`src/rtl/muldiv_pkg.sv`:
```
// Shared definitions for the M-extension divide path: op encodings,
// FSM state codes, special-case result constants and a negate helper.
package muldiv_pkg;

  // funct3[1:0] encodings of the divide group
  localparam logic [1:0] OP_DIV  = 2'b00;
  localparam logic [1:0] OP_DIVU = 2'b01;
  localparam logic [1:0] OP_REM  = 2'b10;
  localparam logic [1:0] OP_REMU = 2'b11;

  // FSM state encoding, kept as plain constants for legacy tools
  typedef logic [1:0] state_t;
  localparam state_t ST_IDLE  = 2'd0;
  localparam state_t ST_START = 2'd1;
  localparam state_t ST_WAIT  = 2'd2;
  localparam state_t ST_DONE  = 2'd3;

  // RISC-V mandated results for x/0 and the INT_MIN/-1 overflow case
  localparam logic [31:0] DIV_ZERO_Q = 32'hFFFF_FFFF;
  localparam logic [31:0] INT_MIN    = 32'h8000_0000;

  // Two's-complement negate when n is set; INT_MIN maps to itself,
  // which read as unsigned is exactly its magnitude.
  function automatic logic [31:0] neg_if(input logic n, input logic [31:0] v);
    return n ? (~v + 32'd1) : v;
  endfunction

endpackage

```
`src/rtl/muldiv_div_unit_if.sv`:
```
// Request/response bundle between issue logic, the divide unit and writeback.
interface muldiv_div_unit_if #(
  parameter int TAG_W = 5
);
  logic             req_valid;
  logic             req_ready;
  logic [1:0]       req_op;
  logic [31:0]      req_a;
  logic [31:0]      req_b;
  logic [TAG_W-1:0] req_tag;
  logic             resp_valid;
  logic             resp_ready;
  logic [31:0]      resp_data;
  logic [TAG_W-1:0] resp_tag;

  // Issue/writeback side
  modport master (
    output req_valid, req_op, req_a, req_b, req_tag, resp_ready,
    input  req_ready, resp_valid, resp_data, resp_tag
  );

  // Divide unit side
  modport slave (
    input  req_valid, req_op, req_a, req_b, req_tag, resp_ready,
    output req_ready, resp_valid, resp_data, resp_tag
  );
endinterface

```
`src/rtl/muldiv_div_unit_divider.sv`:
```
// Unsigned iterative 32-bit restoring long divider. One quotient bit per
// cycle: operands load on the start edge, 32 iterations follow, and valid
// rises together with the final iteration. No reset; start always wins
// over an operation in flight, so an abandoned divide is simply restarted.
module divider (
  input  logic        clk,
  input  logic        start,
  input  logic [31:0] x,
  input  logic [31:0] y,
  output logic [31:0] q,
  output logic [31:0] r,
  output logic        valid,
  output logic        dbz,
  output logic        busy
);
  logic [31:0] q_q, r_q, y_q;
  logic [4:0]  cnt_q;
  logic        busy_q, valid_q;
  logic [32:0] rem_sh;
  logic [31:0] diff;
  logic        fits;

  // Shift next dividend bit into the partial remainder and trial-subtract.
  // When fits, the true difference is below 2^32, so 32 bits suffice.
  assign rem_sh = {r_q, q_q[31]};
  assign fits   = rem_sh >= {1'b0, y_q};
  assign diff   = rem_sh[31:0] - y_q;

  // Load on start, otherwise iterate while busy
  // NOTE: pure datapath registers carry no reset; start fully initialises them.
  always_ff @(posedge clk) begin
    if (start) begin
      q_q     <= x;
      r_q     <= '0;
      y_q     <= y;
      cnt_q   <= '0;
      busy_q  <= 1'b1;
      valid_q <= 1'b0;
    end else if (busy_q) begin
      r_q   <= fits ? diff : rem_sh[31:0];
      q_q   <= {q_q[30:0], fits};
      cnt_q <= cnt_q + 5'd1;
      if (cnt_q == 5'd31) begin
        busy_q  <= 1'b0;
        valid_q <= 1'b1;
      end
    end
  end

  assign q     = q_q;
  assign r     = r_q;
  assign valid = valid_q;
  assign busy  = busy_q;
  assign dbz   = (y_q == 32'd0);
endmodule

```
`src/rtl/muldiv_div_unit.sv`:
```
// RISC-V DIV/DIVU/REM/REMU front/back end around the unsigned divider.
// Divide-by-zero and INT_MIN/-1 resolve in one cycle; everything else runs
// magnitudes through the divider and sign-corrects the result.
// Optional: define DIV_RESULT_CACHE_EN to keep the last normal result so a
// following request on the same operands and signedness completes in one cycle.
module muldiv_div_unit
  import muldiv_pkg::*;
#(
  parameter int TAG_W = 5
) (
  input  logic              clk,
  input  logic              rst,
  muldiv_div_unit_if.slave  bus
);
  state_t           state_q, state_d;
  logic             valid_q, valid_d;
  logic [31:0]      data_q, data_d;
  logic [TAG_W-1:0] tag_q, tag_d;
  logic             is_rem_q, neg_q_q, neg_r_q;
  logic [31:0]      mag_a_q, mag_b_q;

  // Request decode, valid only while a request is presented in IDLE
  logic        accept, req_sgn, req_rem, b_zero, ovf;
  logic [31:0] mag_a, mag_b, special_data, q_fix, r_fix;
  logic        cache_hit;
  logic [31:0] cache_data;

  logic [31:0] div_q, div_r;
  logic        div_valid, div_start, div_dbz_unused, div_busy_unused;

  assign accept       = bus.req_valid && (state_q == ST_IDLE);
  assign req_sgn      = ~bus.req_op[0];
  assign req_rem      = bus.req_op[1];
  assign mag_a        = neg_if(req_sgn && bus.req_a[31], bus.req_a);
  assign mag_b        = neg_if(req_sgn && bus.req_b[31], bus.req_b);
  assign b_zero       = (bus.req_b == 32'd0);
  assign ovf          = req_sgn && (bus.req_a == INT_MIN) && (bus.req_b == 32'hFFFF_FFFF);
  assign special_data = b_zero ? (req_rem ? bus.req_a : DIV_ZERO_Q)
                               : (req_rem ? 32'd0     : INT_MIN);
  assign q_fix        = neg_if(neg_q_q, div_q);
  assign r_fix        = neg_if(neg_r_q, div_r);
  assign div_start    = (state_q == ST_START);

  divider u_div (
    .clk   (clk),
    .start (div_start),
    .x     (mag_a_q),
    .y     (mag_b_q),
    .q     (div_q),
    .r     (div_r),
    .valid (div_valid),
    .dbz   (div_dbz_unused),
    .busy  (div_busy_unused)
  );

`ifdef DIV_RESULT_CACHE_EN
  logic        c_valid_q, c_sgn_q, raw_sgn_q;
  logic [31:0] c_a_q, c_b_q, c_qv_q, c_rv_q, raw_a_q, raw_b_q;

  assign cache_hit  = c_valid_q && (c_a_q == bus.req_a) && (c_b_q == bus.req_b)
                      && (c_sgn_q == req_sgn);
  assign cache_data = req_rem ? c_rv_q : c_qv_q;

  // Cache entry validity: cleared by reset, set by each normal completion
  always_ff @(posedge clk or posedge rst) begin
    if (rst)                                   c_valid_q <= 1'b0;
    else if ((state_q == ST_WAIT) && div_valid) c_valid_q <= 1'b1;
  end

  // Raw operands captured at accept, copied into the cache at completion
  always_ff @(posedge clk) begin
    if (accept) begin
      raw_a_q   <= bus.req_a;
      raw_b_q   <= bus.req_b;
      raw_sgn_q <= req_sgn;
    end
    if ((state_q == ST_WAIT) && div_valid) begin
      c_a_q   <= raw_a_q;
      c_b_q   <= raw_b_q;
      c_sgn_q <= raw_sgn_q;
      c_qv_q  <= q_fix;
      c_rv_q  <= r_fix;
    end
  end
`else
  assign cache_hit  = 1'b0;
  assign cache_data = 32'd0;
`endif

  // Operand magnitudes and sign-correction flags captured at accept
  always_ff @(posedge clk) begin
    if (accept) begin
      mag_a_q  <= mag_a;
      mag_b_q  <= mag_b;
      is_rem_q <= req_rem;
      neg_q_q  <= req_sgn && (bus.req_a[31] ^ bus.req_b[31]);
      neg_r_q  <= req_sgn && bus.req_a[31];
    end
  end

  // Next-state and response logic
  // NOTE: every output gets a default first so no path can infer a latch.
  always_comb begin
    state_d = state_q;
    valid_d = valid_q;
    data_d  = data_q;
    tag_d   = tag_q;
    case (state_q)
      ST_IDLE: begin
        if (accept) begin
          tag_d = bus.req_tag;
          if (b_zero || ovf) begin
            state_d = ST_DONE;
            valid_d = 1'b1;
            data_d  = special_data;
          end else if (cache_hit) begin
            state_d = ST_DONE;
            valid_d = 1'b1;
            data_d  = cache_data;
          end else begin
            state_d = ST_START;
          end
        end
      end
      ST_START: state_d = ST_WAIT;
      ST_WAIT: begin
        if (div_valid) begin
          state_d = ST_DONE;
          valid_d = 1'b1;
          data_d  = is_rem_q ? r_fix : q_fix;
        end
      end
      ST_DONE: begin
        if (bus.resp_ready) begin
          state_d = ST_IDLE;
          valid_d = 1'b0;
        end
      end
      default: state_d = ST_IDLE;
    endcase
  end

  // Control and response registers
  // NOTE: sequential state uses non-blocking assignments only.
  always_ff @(posedge clk or posedge rst) begin
    if (rst) begin
      state_q <= ST_IDLE;
      valid_q <= 1'b0;
      data_q  <= '0;
      tag_q   <= '0;
    end else begin
      state_q <= state_d;
      valid_q <= valid_d;
      data_q  <= data_d;
      tag_q   <= tag_d;
    end
  end

  assign bus.req_ready  = (state_q == ST_IDLE);
  assign bus.resp_valid = valid_q;
  assign bus.resp_data  = data_q;
  assign bus.resp_tag   = tag_q;
endmodule

```
`src/flat_wrapper.sv`:
```
// flat-port wrapper written by rule: the top's interface ports become plain ports
module muldiv_div_unit_flat import muldiv_pkg::*;
#(
  parameter int TAG_W = 5
)
  (clk, rst, bus_req_valid, bus_req_op, bus_req_a, bus_req_b, bus_req_tag, bus_resp_ready, bus_req_ready, bus_resp_valid, bus_resp_data, bus_resp_tag);
  muldiv_div_unit_if #(.TAG_W(TAG_W)) bus_i ();
  input  logic clk;
  input  logic rst;
  input wire logic [$bits(bus_i.req_valid)-1:0] bus_req_valid;
  input wire logic [$bits(bus_i.req_op)-1:0] bus_req_op;
  input wire logic [$bits(bus_i.req_a)-1:0] bus_req_a;
  input wire logic [$bits(bus_i.req_b)-1:0] bus_req_b;
  input wire logic [$bits(bus_i.req_tag)-1:0] bus_req_tag;
  input wire logic [$bits(bus_i.resp_ready)-1:0] bus_resp_ready;
  output wire logic [$bits(bus_i.req_ready)-1:0] bus_req_ready;
  output wire logic [$bits(bus_i.resp_valid)-1:0] bus_resp_valid;
  output wire logic [$bits(bus_i.resp_data)-1:0] bus_resp_data;
  output wire logic [$bits(bus_i.resp_tag)-1:0] bus_resp_tag;
  assign bus_i.req_valid = bus_req_valid;
  assign bus_i.req_op = bus_req_op;
  assign bus_i.req_a = bus_req_a;
  assign bus_i.req_b = bus_req_b;
  assign bus_i.req_tag = bus_req_tag;
  assign bus_i.resp_ready = bus_resp_ready;
  assign bus_req_ready = bus_i.req_ready;
  assign bus_resp_valid = bus_i.resp_valid;
  assign bus_resp_data = bus_i.resp_data;
  assign bus_resp_tag = bus_i.resp_tag;
  muldiv_div_unit #(.TAG_W(TAG_W)) u_core (.clk(clk), .rst(rst), .bus(bus_i));
endmodule
```
`config.mk`:
```
export PLATFORM = sky130hd
export DESIGN_NAME = muldiv_div_unit_flat
export DESIGN_NICKNAME = d
export VERILOG_FILES = /design/src/rtl/muldiv_pkg.sv /design/src/rtl/muldiv_div_unit_if.sv /design/src/rtl/muldiv_div_unit_divider.sv /design/src/rtl/muldiv_div_unit.sv /design/src/flat_wrapper.sv
export SDC_FILE = /design/constraint.sdc
export NUM_CORES = 1
export LEC_CHECK = 0
export CORE_ASPECT_RATIO = 1.5
export CORE_MARGIN = 10
export CORE_UTILIZATION = 47
export DETAILED_ROUTE_END_ITERATION = 16
export PLACE_DENSITY = 0.72
export RECOVER_POWER = 25
export SYNTH_ARGS = -nofsm -noshare
export SYNTH_HDL_FRONTEND = slang
export SYNTH_HIERARCHICAL = 1
export SYNTH_SLANG_ARGS = --single-unit
```
`constraint.sdc`:
```
create_clock -name clk -period 7.4 [get_ports clk]
set_input_delay 1.85 -clock clk [delete_from_list [all_inputs] [get_ports clk]]
set_output_delay 1.85 -clock clk [all_outputs]
set_load 0.02 [all_outputs]
```
# == Word-level counts from Yosys, hierarchy flattened ==
# Cells that the tools add are included.
# word_totals
out_inout_bits,39
register_bits,210
inputBits,75
# op_classes
addsub,6
magnitude_cmp,1
eq_ne,10
n_reduce_logical,17
bitwise_logic,6
mux,27
# op_table
op,count
32-bit two-way mux,14
32-bit by 1-bit adder with 32-bit output (second input constant),4
32-bit NOT,4
32-bit equality test (second input constant),2
32-bit case mux with 2 select lines,1
33-bit by 32-bit >= comparator with 1-bit output,1
32-bit logical NOT,1
32-bit subtractor,1
2-bit two-way mux,4
2-bit case mux with 4 select lines,1
1-bit logical AND,6
1-bit two-way mux,6
5-bit by 1-bit adder with 5-bit output (second input constant),1
5-bit equality test (second input constant),1
5-bit AND reduction,1
2-bit equality test (second input constant),2
2-bit by 1-bit != test with 1-bit output (second input constant),2
2-bit != test (second input constant),2
2-bit AND reduction,2
4-bit AND reduction,1
2-bit nonzero test,2
1-bit case mux with 3 select lines,1
3-bit AND reduction,1
3-bit nonzero test,1
5 further kinds,5

# == Depth between registers and ports, before layout ==
# logic_depth
depth_word,7
ltp_mapped,13
ltp_nobuf,11

# == By module ==
# The synthesis kept the hierarchy.
# modules_own_cells
mod,area_per_inst_um2,instances,cells_per_inst,seq_area_each_um2
muldiv_div_unit,7528.5,1,803,3012.9
divider,6165.9,1,613,2702.6

# == Least setup slack after synthesis ==
# OpenSTA, ideal clock, no wires.
# synth_timing
kind,input-to-reg
startpoint,input bus_req_b[1]
endpoint,"register u_core.data_q[10], in the netlist u_core/bus.resp_data[10]"
path_stages,10
n_path_buf,2
path_slack_ns,3.007
setup_ns,0.125
arrival_time_ns,4.268
cell_sequence,inv_1 -> ha_1 -> or4b_1 -> or4_4 -> o41ai_2 -> a31oi_1 -> clkbuf_1 -> nor2_4 -> buf_6 -> mux2_2
# synth_between
elab_chain_cells,5
elab_cells_between_ends,10
classes_between,eq/ne (2); mux (4); reduce/logical (4)
# synth_lines
element,line_no,rtl
from (decl),flat_wrapper.sv:13,input wire logic [$bits(bus_i.req_b)-1:0] bus_req_b;
32-bit logical NOT / 32-bit equality test (equally long branches),"muldiv_div_unit.sv:36, muldiv_div_unit.sv:37",
32-bit two-way mux / 1-bit logical AND (equally long branches),"muldiv_div_unit.sv:38, muldiv_div_unit.sv:37",
32-bit two-way mux / 1-bit logical OR (equally long branches),muldiv_div_unit.sv:112,if (b_zero || ovf) begin
32-bit two-way mux / 2-bit by 1-bit != test with 1-bit output (equally long branches),n/a,
32-bit case mux with 2 select lines / 4-bit AND reduction (equally long branches),n/a,
to (signal assigned),muldiv_div_unit.sv:154,data_q <= data_d;
to (decl),muldiv_div_unit.sv:17,"logic [31:0] data_q, data_d;"
# Several ways; a longest one is shown, not always the timed one. The select of a mux whose other input is x is not followed.
# A chain may end at the register's enable or synchronous reset.

# == Final worst setup path ==
# layout_timing
startpoint,input bus_req_b[0]
endpoint,"register u_core.data_q[21], in the netlist u_core/bus.resp_data[21]"
# Same word-level chain as after synthesis.

==> results.toml <==
[setup_path]
critical_path.endpoint_type = "register"
slowest_cp_cell = "sky130_fd_sc_hd__or2_1"
crit_buf_inv = 2
critical_path_depth = 9
worstSetupPathType = "input port to register"
required_ns = 7.81
critical-path-top-delay-family = "simple AND/OR/NAND/NOR gates"
timing.critical_path.arrival_ns = 5.71
crit_fanout = 20
critical_path.cell_chain = "dlygate4sd3_1, inv_1, ha_1, or4b_1, or4_4, o41ai_2, a31oi_2, or2_1, o41ai_1"
worstRegToRegCells = 4
crit_path_max_incr_delay_ns = 0.63
timing.critical_path.from_type = "input port"

[cts]
cts_num_sinks = 210
cts_htree_levels = 1
clockBufferDepth = 3
cts_resized = 0
cts_inserted_buffers = 23
postCtsHoldBufs = 0
cts.reportedPaths.clkPinSlew_ns = 0.06
worstSkewPairLatency_ns = 0.54
cts_tree = "done"
postCtsSetupBuffers = 0
cts.root.buffer_cell = "sky130_fd_sc_hd__clkbuf_16"

[run_status]
status = "finished with violations"
violations = "capacitance limit, slew limit"

[hold_path]
hold_depth = 0
min_path_type = "register to register"

[floorplan]
initial_standard_cell_utilization_of_the_core_pct = 47.6
floorplan.rows = 76
die_width_um = 159
floorplan.io_pins = 114
die_ar_mm2 = 0.0363
die-height_um = 229
core_region_area_mm2 = 0.0286

[sta]
finalSetupViolations = 0
maxSlewHeadroom_pct = -65.9
tightestPinTransition_ns = 2.49
maxClockFrequency_mhz = 189
maxSlewViolCount = 76
tns_setup_ns = 0
hold_viol = 0
skew_ns = 0.0130
final.period_utilization_pct = 71.5
unrepaired_setup_endpoints_after_global_routing = "no"
post-route-min-period_ns = 5.29

[global_route]
grt_max_degree = 75
grt_antenna_before_repair = 0
grtUsageTotal_pct = 22.0
remaining_global_route_overflow = 0
grt_first_pass_wirelength_um = 64000
grt_pass1_vias = 11400

[detailed_routing]
route.detailed.drc = 0
dr.pass1.iters = 8
drt-total-wl_um = 42000
routedWlPerCell_um = 22.4
antenna_left = 0
route.vias.total = 11500
drt_iter0_drc = 1009
viasPerCell = 6.11

[synthesis]
synth_nets = 1524
synthesis.area_mm2 = 0.0136
synth_cells = 1405
syn_avg_cell_area_um2 = 9.70
synthesis.yosys.warnings = 6

[power]
comb_power_share_pct = 50.2
int_pwr_mw = 3.89
total_net_switching_power_mw = 3.00
clockPowerShare_pct = 16.8
leakagePower_nw = 5.71
ir_worst_vdd_mv = 0.206
power.density_cell_area_mw_per_mm2 = 440
p_seq_share_pct = 33.0
power.switching_fraction_pct = 43.6

[layout]
share_of_cells_above_drive_strength_1_pct = 10.0
layout.cell_area.non_filler_mm2 = 0.0156
area_delta_synth_final_pct = 14.8
fin_nets = 1586
nFillCells = 2587
antenna_cells = 0

[place]
gp_congestion = 0.982
buffer_ports.inserted = 113
postPlaceCellArea_mm2 = 0.0149
hpwl_um = 31800

[run]
drv.max_cap_violation_count = 2
## flip-flops by register name, indices dropped and copies added (netlist names)
name and count:
u_core/bus.resp_data 32, u_core/bus.resp_tag 5, u_core/bus.resp_valid 1, u_core/is_rem_q 1
u_core/mag_a_q 32, u_core/mag_b_q 32, u_core/neg_q_q 1, u_core/neg_r_q 1
u_core/state_q 2, u_core/u_div/busy 1, u_core/u_div/cnt_q 5, u_core/u_div/q 32
u_core/u_div/r 32, u_core/u_div/valid 1, u_core/u_div/y_q 32
## through the flow
| step | utilization (%) | cells | setup WS [ns] | power [mW] | hold slack [ns] |
|---|---|---|---|---|---|
| global placement | 52.1 | 1832 | 1.82 | 5.62 | 0.403 |
| global route | 54.7 | 1874 | 1.99 | 7.30 | 0.424 |
| detailed placement | 52.1 | 1832 | 1.70 | 5.69 | 0.405 |
| floorplan | - | 1405 | 3.01 | 4.71 | 0.400 |
| CTS | 54.7 | 1874 | 2.25 | 6.86 | 0.417 |
| finish | 54.7 | 1874 | 2.11 | 6.88 | 0.415 |
## worst paths after layout
path                                                              to                     startpoint  slack [ns]
max in group asynchronous       u_core/bus.resp_data[30]$_DFFE_PP0P_                            rst        3.28
worst min-delay path                   u_core/u_div/y_q[9]$_DFFE_PP_    u_core/mag_b_q[9]$_DFFE_PP_        0.42
worst max-delay path            u_core/bus.resp_data[21]$_DFFE_PP0P_                   bus_req_b[0]        2.11
worst min register to register         u_core/u_div/y_q[9]$_DFFE_PP_    u_core/mag_b_q[9]$_DFFE_PP_        0.42
min in group asynchronous         u_core/bus.resp_tag[2]$_DFFE_PP0P_                            rst        2.67
worst max register to register          u_core/u_div/q[24]$_DFFE_PP_  u_core/state_q[1]$_DFFE_PP0P_        3.57
## layer usage
| layer | up-vias | share of wire, % | wire length, µm | track usage [%] |
|---|---|---|---|---|
| li1 | 5375 | - | - | - |
| met4 | 0 | 6.6 | 2770 | 15.0 |
| met3 | 130 | 5.2 | 2170 | 2.70 |
| met1 | 5488 | 37 | 15600 | 23.4 |
| met2 | 463 | 51 | 21500 | 39.6 |
| met5 | - | 0 | 0 | 0 |
## power by group through the flow
stage	Clock [mW]	Combinational, mW	Sequential (mW)
floorplan	0	2.55	2.16
global placement	0	3.35	2.27
detailed placement	0	3.41	2.28
CTS	1.18	3.43	2.26
global route	1.22	3.76	2.32
finish	1.16	3.46	2.27
## layout by cell type, fill, tap and decap left out, types with 12 or more instances in the layout
master and n:
sky130_fd_sc_hd__nand2b_1 18, sky130_fd_sc_hd__xor2_1 47, sky130_fd_sc_hd__nand3_1 24, sky130_fd_sc_hd__nor3_1 27
sky130_fd_sc_hd__ha_1 43, sky130_fd_sc_hd__o211ai_1 18, sky130_fd_sc_hd__a21oi_1 70, sky130_fd_sc_hd__or2_2 12
sky130_fd_sc_hd__mux2_2 46, sky130_fd_sc_hd__clkbuf_16 23, sky130_fd_sc_hd__o31ai_1 29, sky130_fd_sc_hd__xnor2_1 80
sky130_fd_sc_hd__a311oi_1 16, sky130_fd_sc_hd__dfxtp_1 38, sky130_fd_sc_hd__dfrtp_1 40, sky130_fd_sc_hd__nand4_1 22
sky130_fd_sc_hd__edfxtp_1 131, sky130_fd_sc_hd__inv_1 59, sky130_fd_sc_hd__o41ai_1 32, sky130_fd_sc_hd__nor4_1 23
sky130_fd_sc_hd__o21ai_0 61, sky130_fd_sc_hd__clkdlybuf4s50_1 109, sky130_fd_sc_hd__nor2_1 125, sky130_fd_sc_hd__nand2_1 90
sky130_fd_sc_hd__or3_1 27, sky130_fd_sc_hd__or4_1 25, sky130_fd_sc_hd__o21ai_1 14
## worst reg2reg max path, delay by kind of cell, from the launching register on
kind          cells  cell delay, ns
fa+ha+maj         1            1.23
buf+inv           2            1.01
flops             1            0.41
simple gates      1            0.79
## area by class of cell
type                       count  area (µm²)  area share (%)
clock buffer                  29         608            3.89
tap                          390         488            3.12
timing repair buffer         124        1210            7.73
multi-input combinational   1045        7250            46.3
inverter                      63         236            1.51
clock inverter                13         141           0.904
sequential                   210        5720            36.5
No activity file was read; power rests on OpenSTA's default activity.
